$ cat config.mk
export PLATFORM = sky130hd
export DESIGN_NAME = bcd_updown_cnt_disp_flat
export DESIGN_NICKNAME = d
export VERILOG_FILES = /design/src/rtl/bcd_updown_cnt_disp_if.sv /design/src/rtl/bcd_updown_cnt_disp.sv /design/src/flat_wrapper.sv
export SDC_FILE = /design/constraint.sdc
export NUM_CORES = 1
export LEC_CHECK = 0
export ABC_AREA = 1
export ABC_CLOCK_PERIOD_IN_PS = 2200
export BUFFER_PORTS_ARGS = -buffer_cell sky130_fd_sc_hd__buf_2
export CORE_MARGIN = 3
export CORE_UTILIZATION = 56
export DETAILED_ROUTE_END_ITERATION = 16
export HOLD_SLACK_MARGIN = 0.1
export MAX_ROUTING_LAYER = met4
export PLACE_DENSITY = 0.8
export SETUP_SLACK_MARGIN = 0.3
export SYNTH_ARGS = -nofsm -noshare
export SYNTH_HDL_FRONTEND = slang
export SYNTH_SLANG_ARGS = --single-unit
$ cat constraint.sdc
create_clock -name clk -period 2.2 [get_ports clk]
set_clock_uncertainty 0.1 [all_clocks]
set_input_delay 0.22 -clock clk [delete_from_list [all_inputs] [get_ports clk]]
set_output_delay 0.22 -clock clk [all_outputs]
set_load 0.05 [all_outputs]
$ cat src/rtl/bcd_updown_cnt_disp_if.sv
// Control/status bundle between board logic and the BCD counter with 7-segment scan.
// master drives the controls and observes the display; slave is the counter itself.
interface bcd_updown_cnt_disp_if #(
    parameter int unsigned NUM_DIGITS = 2
);
    logic                      en;
    logic                      up_dn;
    logic                      wrap_mode;
    logic                      load;
    logic [4*NUM_DIGITS-1:0]   load_val;
    logic [4*NUM_DIGITS-1:0]   count;
    logic                      tc;
    logic [6:0]                seg;
    logic [NUM_DIGITS-1:0]     digit_sel;

    modport master (
        output en, up_dn, wrap_mode, load, load_val,
        input  count, tc, seg, digit_sel
    );

    modport slave (
        input  en, up_dn, wrap_mode, load, load_val,
        output count, tc, seg, digit_sel
    );
endinterface

$ cat src/rtl/bcd_updown_cnt_disp.sv
// Multi-digit BCD up/down counter with parallel load, wrap/saturate boundary handling,
// terminal-count pulse and a time-multiplexed active-low 7-segment scan driver.
// Optional macro LEADING_ZERO_BLANK_EN blanks zero digits above the most significant
// non-zero digit (digit 0 is never blanked).
module bcd_updown_cnt_disp #(
    parameter int unsigned NUM_DIGITS = 2,
    parameter int unsigned SCAN_DIV   = 1000
) (
    input logic                  clk,
    input logic                  rst_n,
    bcd_updown_cnt_disp_if.slave bus
);
    localparam int unsigned CntW = 4 * NUM_DIGITS;
    localparam int unsigned IdxW = (NUM_DIGITS > 1) ? $clog2(NUM_DIGITS) : 1;
    localparam int unsigned PreW = (SCAN_DIV > 1) ? $clog2(SCAN_DIV) : 1;
    localparam logic [CntW-1:0] AllNine = {NUM_DIGITS{4'h9}};

    typedef enum logic [1:0] {StRst, StRun, StHold} state_e;

    state_e            state_q;
    logic [CntW-1:0]   count_q;
    logic              tc_q;
    logic [IdxW-1:0]   scan_idx_q;
    logic [PreW-1:0]   presc_q;

    logic [CntW-1:0]   step_val;
    logic [CntW-1:0]   load_clean;
    logic              all_nine;
    logic              all_zero;
    logic              carry;
    logic [3:0]        dig;
    logic              at_bound;
    logic              away;
    logic [3:0]        sel_digit;
    logic [6:0]        seg_raw;
    logic [6:0]        seg_out;

    // One BCD ripple step in the requested direction; carry/borrow ripples from the LSD.
    always_comb begin
        step_val = '0;
        carry    = 1'b1;
        all_nine = 1'b1;
        all_zero = 1'b1;
        dig      = 4'd0;
        for (int i = 0; i < NUM_DIGITS; i++) begin
            dig = count_q[4*i +: 4];
            if (dig != 4'd9) all_nine = 1'b0;
            if (dig != 4'd0) all_zero = 1'b0;
            if (!carry) begin
                step_val[4*i +: 4] = dig;
            end else if (bus.up_dn) begin
                if (dig == 4'd9) begin
                    step_val[4*i +: 4] = 4'd0;
                end else begin
                    step_val[4*i +: 4] = dig + 4'd1;
                    carry = 1'b0;
                end
            end else begin
                if (dig == 4'd0) begin
                    step_val[4*i +: 4] = 4'd9;
                end else begin
                    step_val[4*i +: 4] = dig - 4'd1;
                    carry = 1'b0;
                end
            end
        end
    end

    // Clamp out-of-range load digits to 9 so no A..F value ever enters the count.
    always_comb begin
        load_clean = '0;
        for (int i = 0; i < NUM_DIGITS; i++) begin
            load_clean[4*i +: 4] = (bus.load_val[4*i +: 4] > 4'd9) ? 4'd9
                                                                   : bus.load_val[4*i +: 4];
        end
    end

    assign at_bound = bus.up_dn ? all_nine : all_zero;
    // In hold the count sits on a boundary; stepping away means heading to the other end.
    assign away     = bus.up_dn ? all_zero : all_nine;

    // Counter FSM: load beats enable; the ripple step already wraps, so wrap reuses it.
    always_ff @(posedge clk or negedge rst_n) begin
        if (!rst_n) begin
            state_q <= StRst;
            count_q <= AllNine;
            tc_q    <= 1'b0;
        end else begin
            tc_q <= 1'b0;
            if (bus.load) begin
                count_q <= load_clean;
                state_q <= StRun;
            end else begin
                case (state_q)
                    StRst: state_q <= StRun;
                    StRun: begin
                        if (bus.en) begin
                            if (at_bound) begin
                                tc_q <= 1'b1;
                                if (bus.wrap_mode) count_q <= step_val;
                                else               state_q <= StHold;
                            end else begin
                                count_q <= step_val;
                            end
                        end
                    end
                    StHold: begin
                        if (bus.en && away) begin
                            count_q <= step_val;
                            state_q <= StRun;
                        end
                    end
                    default: state_q <= StRun;
                endcase
            end
        end
    end

    // Scan prescaler and digit index, free-running regardless of counter activity.
    always_ff @(posedge clk or negedge rst_n) begin
        if (!rst_n) begin
            presc_q    <= '0;
            scan_idx_q <= '0;
        end else if (presc_q == PreW'(SCAN_DIV - 1)) begin
            presc_q <= '0;
            if (scan_idx_q == IdxW'(NUM_DIGITS - 1)) scan_idx_q <= '0;
            else                                      scan_idx_q <= scan_idx_q + 1'b1;
        end else begin
            presc_q <= presc_q + 1'b1;
        end
    end

    // Select the scanned digit and decode it to active-low segments {g,f,e,d,c,b,a}.
    always_comb begin
        sel_digit = 4'd0;
        for (int i = 0; i < NUM_DIGITS; i++) begin
            if (scan_idx_q == IdxW'(i)) sel_digit = count_q[4*i +: 4];
        end
        case (sel_digit)
            4'd0:    seg_raw = 7'b1000000;
            4'd1:    seg_raw = 7'b1111001;
            4'd2:    seg_raw = 7'b0100100;
            4'd3:    seg_raw = 7'b0110000;
            4'd4:    seg_raw = 7'b0011001;
            4'd5:    seg_raw = 7'b0010010;
            4'd6:    seg_raw = 7'b0000010;
            4'd7:    seg_raw = 7'b1111000;
            4'd8:    seg_raw = 7'b0000000;
            4'd9:    seg_raw = 7'b0010000;
            default: seg_raw = 7'b1111111;
        endcase
    end

`ifdef LEADING_ZERO_BLANK_EN
    logic upper_zero;

    // Blank a zero digit when every digit above it is zero too; digit 0 always shows.
    always_comb begin
        upper_zero = 1'b1;
        for (int i = 0; i < NUM_DIGITS; i++) begin
            if ((i > int'(scan_idx_q)) && (count_q[4*i +: 4] != 4'd0)) upper_zero = 1'b0;
        end
        if ((scan_idx_q != '0) && (sel_digit == 4'd0) && upper_zero) seg_out = 7'b1111111;
        else                                                         seg_out = seg_raw;
    end
`else
    assign seg_out = seg_raw;
`endif

    assign bus.count     = count_q;
    assign bus.tc        = tc_q;
    assign bus.seg       = seg_out;
    assign bus.digit_sel = ~(NUM_DIGITS'(1) << scan_idx_q);
endmodule

$ cat src/flat_wrapper.sv
// flat-port wrapper written by rule: the top's interface ports become plain ports
module bcd_updown_cnt_disp_flat 
#(
    parameter int unsigned NUM_DIGITS = 2,
    parameter int unsigned SCAN_DIV   = 1000
)
  (clk, rst_n, bus_en, bus_up_dn, bus_wrap_mode, bus_load, bus_load_val, bus_count, bus_tc, bus_seg, bus_digit_sel);
  bcd_updown_cnt_disp_if #(.NUM_DIGITS(NUM_DIGITS)) bus_i ();
  input logic clk;
  input logic rst_n;
  input wire logic [$bits(bus_i.en)-1:0] bus_en;
  input wire logic [$bits(bus_i.up_dn)-1:0] bus_up_dn;
  input wire logic [$bits(bus_i.wrap_mode)-1:0] bus_wrap_mode;
  input wire logic [$bits(bus_i.load)-1:0] bus_load;
  input wire logic [$bits(bus_i.load_val)-1:0] bus_load_val;
  output wire logic [$bits(bus_i.count)-1:0] bus_count;
  output wire logic [$bits(bus_i.tc)-1:0] bus_tc;
  output wire logic [$bits(bus_i.seg)-1:0] bus_seg;
  output wire logic [$bits(bus_i.digit_sel)-1:0] bus_digit_sel;
  assign bus_i.en = bus_en;
  assign bus_i.up_dn = bus_up_dn;
  assign bus_i.wrap_mode = bus_wrap_mode;
  assign bus_i.load = bus_load;
  assign bus_i.load_val = bus_load_val;
  assign bus_count = bus_i.count;
  assign bus_tc = bus_i.tc;
  assign bus_seg = bus_i.seg;
  assign bus_digit_sel = bus_i.digit_sel;
  bcd_updown_cnt_disp #(.NUM_DIGITS(NUM_DIGITS), .SCAN_DIV(SCAN_DIV)) u_core (.clk(clk), .rst_n(rst_n), .bus(bus_i));
endmodule
==> flow_summary.json <==
{
  "outcome": "complete, but fails checks",
  "violations": "negative setup slack",
  "holdPathStages": 3,
  "clock_sinks": 22,
  "combPwrFrac": 0.635,
  "routed_wl_um": 5640,
  "overflow": 0,
  "cp.depth": 7,
  "async_flop_share": 1.00,
  "design_area_um2": 2420,
  "antenna_found_initial": 0,
  "routed-via-count": 1984,
  "relSlewSlack": 0.657,
  "setup_tns_ns": -0.00245,
  "ys_seq_area_frac": 0.319,
  "synth_area_um2": 1740,
  "synth_seq_cells": 22,
  "criticalPathCategory": "register to output port",
  "synth_most_common_cell": "nand2_1",
  "synth_area_per_cell_um2": 6.97,
  "cts_tree": "yes",
  "ff2ff_path_depth": 10,
  "place_congestion": 0.865,
  "die_h_um": 61.8,
  "peakVddDrop_v": 0.000445,
  "dp_hpwl_um": 2950,
  "p_sw_mw": 1.03,
  "holdCritPathClass": "input pin to register",
  "die_area_um2": 3820,
  "worst_pin_slew_ns": 0.510,
  "syn_nets": 270,
  "antennaDiodeCount": 0,
  "rsz0062_at_grt": "true",
  "final_nets": 323,
  "viasPerCell": 5.96,
  "leakage_nw": 1.18,
  "path_clk_slew_ns": 0.13,
  "syn_inst": 250,
  "whs_ns": 0.108,
  "synth_top_flop_cell": "dfrtp_1",
  "fp.coreArea_um2": 2850,
  "cp_slowest_stage_delay_ns": 0.52,
  "synth_area_leaders": "dfrtp_1, nand2_1, dfstp_2, inv_1, nor2_1",
  "drc": 0,
  "start_util": 0.611,
  "num_io_pins": 32,
  "dpl_cell_area_um2": 2010,
  "path_cells": "buf_4, o21ai_4, inv_4, o21ai_4, buf_6, o21ai_4, buf_6",
  "arrival_ns": 1.88,
  "synth_top_area_cell": "dfrtp_1",
  "hold_violations": 0,
  "powerDensity_nw_per_um2": 840,
  "drt-initial-drc-count": 273,
  "cts.path.max_buffers": 2,
  "io_buffers": 31,
  "switching_share": 0.507,
  "grt_pass1_vias": 1772,
  "finalSetupViolations": 1,
  "clkPwrFrac": 0.112,
  "path_common_cell": "o21ai_4",
  "grt_pass1_wl_um": 7380,
  "synth_top_cell_area_share": 0.259,
  "setup_ws_ns": -0.00245,
  "grt_max_degree": 23,
  "power.internal_mw": 1.00,
  "min_period_over_period": 1.00,
  "cts_max_level": 1,
  "core.rowCount": 19,
  "synth.top_cells.by_count": "nand2_1, inv_1, nor2_1",
  "insertion_delay_ns": 0.31,
  "synth_cell_type_count": 38,
  "avgRoutedWirePerCell_um": 16.9,
  "cp.required_ns": 1.88,
  "dieWidth_um": 61.8,
  "synth_edf_count": 0,
  "start_kind": "register",
  "critPathMaxFanout": 6,
  "ys_warn_count": 0,
  "crit_family": "buffers and inverters",
  "ant_nets": 0,
  "synthToLayoutAreaGrowth_pct": 38.9,
  "drt-pass1-iter-count": 6,
  "report.final.slew_viol_count": 0,
  "grt_usage": 0.267,
  "max_freq_mhz": 454,
  "drive_gt1_frac": 0.427,
  "crit_slowest_cell": "dfrtp_2",
  "numCtsBuffers": 3,
  "endpoint_kind": "output port",
  "cts_root_buf": "clkbuf_4",
  "cp_num_buf_inv": 4,
  "fin_crit_ns": 2.20,
  "cap_violations": 0,
  "pwr-share-seq": 0.253
}
==> cell usage in the layout (no fill, tap or decap), types with 3 or more instances in the layout <==
cell / instances
nand2_1: 59
nor2_4: 3
inv_1: 21
buf_6: 9
ha_1: 3
o21ai_2: 5
buf_2: 24
nor2_2: 4
inv_4: 3
dlygate4sd3_1: 3
dfrtp_1: 13
buf_4: 15
o21ai_4: 12
nand4_1: 6
nor2_1: 23
o21ai_1: 3
dfrtp_2: 5
nand2_4: 3
o21ai_0: 8
a211oi_1: 3
nand2_2: 12
clkbuf_4: 3
nand3_1: 12
a21oi_1: 9
dfstp_2: 3
ha_4: 3
inv_2: 10
==> power groups by stage <==
| stage | sequential [mW] | clock (mW) | combinational [mW] |
|---|---|---|---|
| floorplan | 0.645 | 0 | 0.638 |
| global placement | 0.547 | 0 | 0.896 |
| detailed placement | 0.547 | 0 | 0.907 |
| CTS | 0.511 | 0.236 | 1.15 |
| global route | 0.522 | 0.245 | 1.36 |
| finish | 0.515 | 0.227 | 1.29 |
==> cell type report <==
cell class | instances | area [um^2]
repair buffers | 53 | 394
flip-flops and latches | 22 | 566
fillers | 156 | 433
clock buffers | 4 | 36.3
inverters | 34 | 135
multi-input cells | 189 | 1250
well taps | 31 | 38.8
==> state kept, by name, summed over array words and instances, names as in the netlist <==
signal	count
u_core.scan_idx_q	1
u_core.state_q	2
u_core.bus.count	8
u_core.bus.tc	1
u_core.presc_q	10
==> cells by family after synthesis <==
| kind of cell | count (synthesis) | synth area share |
|---|---|---|
| AO/OA/AOI/OAI | 46 | 0.157 |
| XOR/XNOR | 3 | 0.0151 |
| adder cells (fa/ha/maj) | 6 | 0.0431 |
| buffers and inverters | 39 | 0.0948 |
| flip-flops | 22 | 0.319 |
| AND/OR/NAND/NOR | 134 | 0.371 |
==> per-stage QoR <==
stage | total power, mW | cells | utilization | setup WS [ns]
after floorplan | 1.28 | 250 | - | 0.141
after global placement | 1.44 | 307 | 0.704 | 0.191
after detailed placement | 1.45 | 307 | 0.704 | 0.104
after CTS | 1.90 | 331 | 0.815 | 0.0795
after global routing | 2.13 | 333 | 0.848 | -0.127
final | 2.03 | 333 | 0.848 | -0.00245
==> metal layers <==
metal	vias up	wire [um]	global-route usage
li1	915	-	-
met1	907	2080	0.305
met2	115	2850	0.481
met3	47	383	0.0310
met4	0	326	0.0909
met5	-	0	-
==> worst paths after layout <==
check                                     from                  end  slack, ns
min                            bus_load_val[2]  u_core.bus.count[2]       0.11
max                          u_core.scan_idx_q           bus_seg[0]     -0.002
max reg2reg                u_core.bus.count[4]  u_core.bus.count[6]       0.21
min in group asynchronous                rst_n    u_core.state_q[1]       0.29
min reg2reg                  u_core.presc_q[4]    u_core.presc_q[4]       0.45
max in group asynchronous                rst_n    u_core.scan_idx_q       1.34
==> worst register-to-register path: cells and delay by family, from the launching register on <==
family | cells | cell delay (ns)
flip-flops | 1 | 0.59
AND/OR/NAND/NOR | 9 | 1.02
buffers and inverters | 1 | 0.18
==> repair_timing <==
item / 4_1_cts / 5_1_grt
hold buffers: 3 / 0
endpoints found under the setup margin: 7 / 16
pin swaps: 7 / 5
gates resized for setup: 40 / 15
setup buffers: 17 / 2
endpoints found under the hold margin: 23 / 0
(Power assumes the default switching activity.)
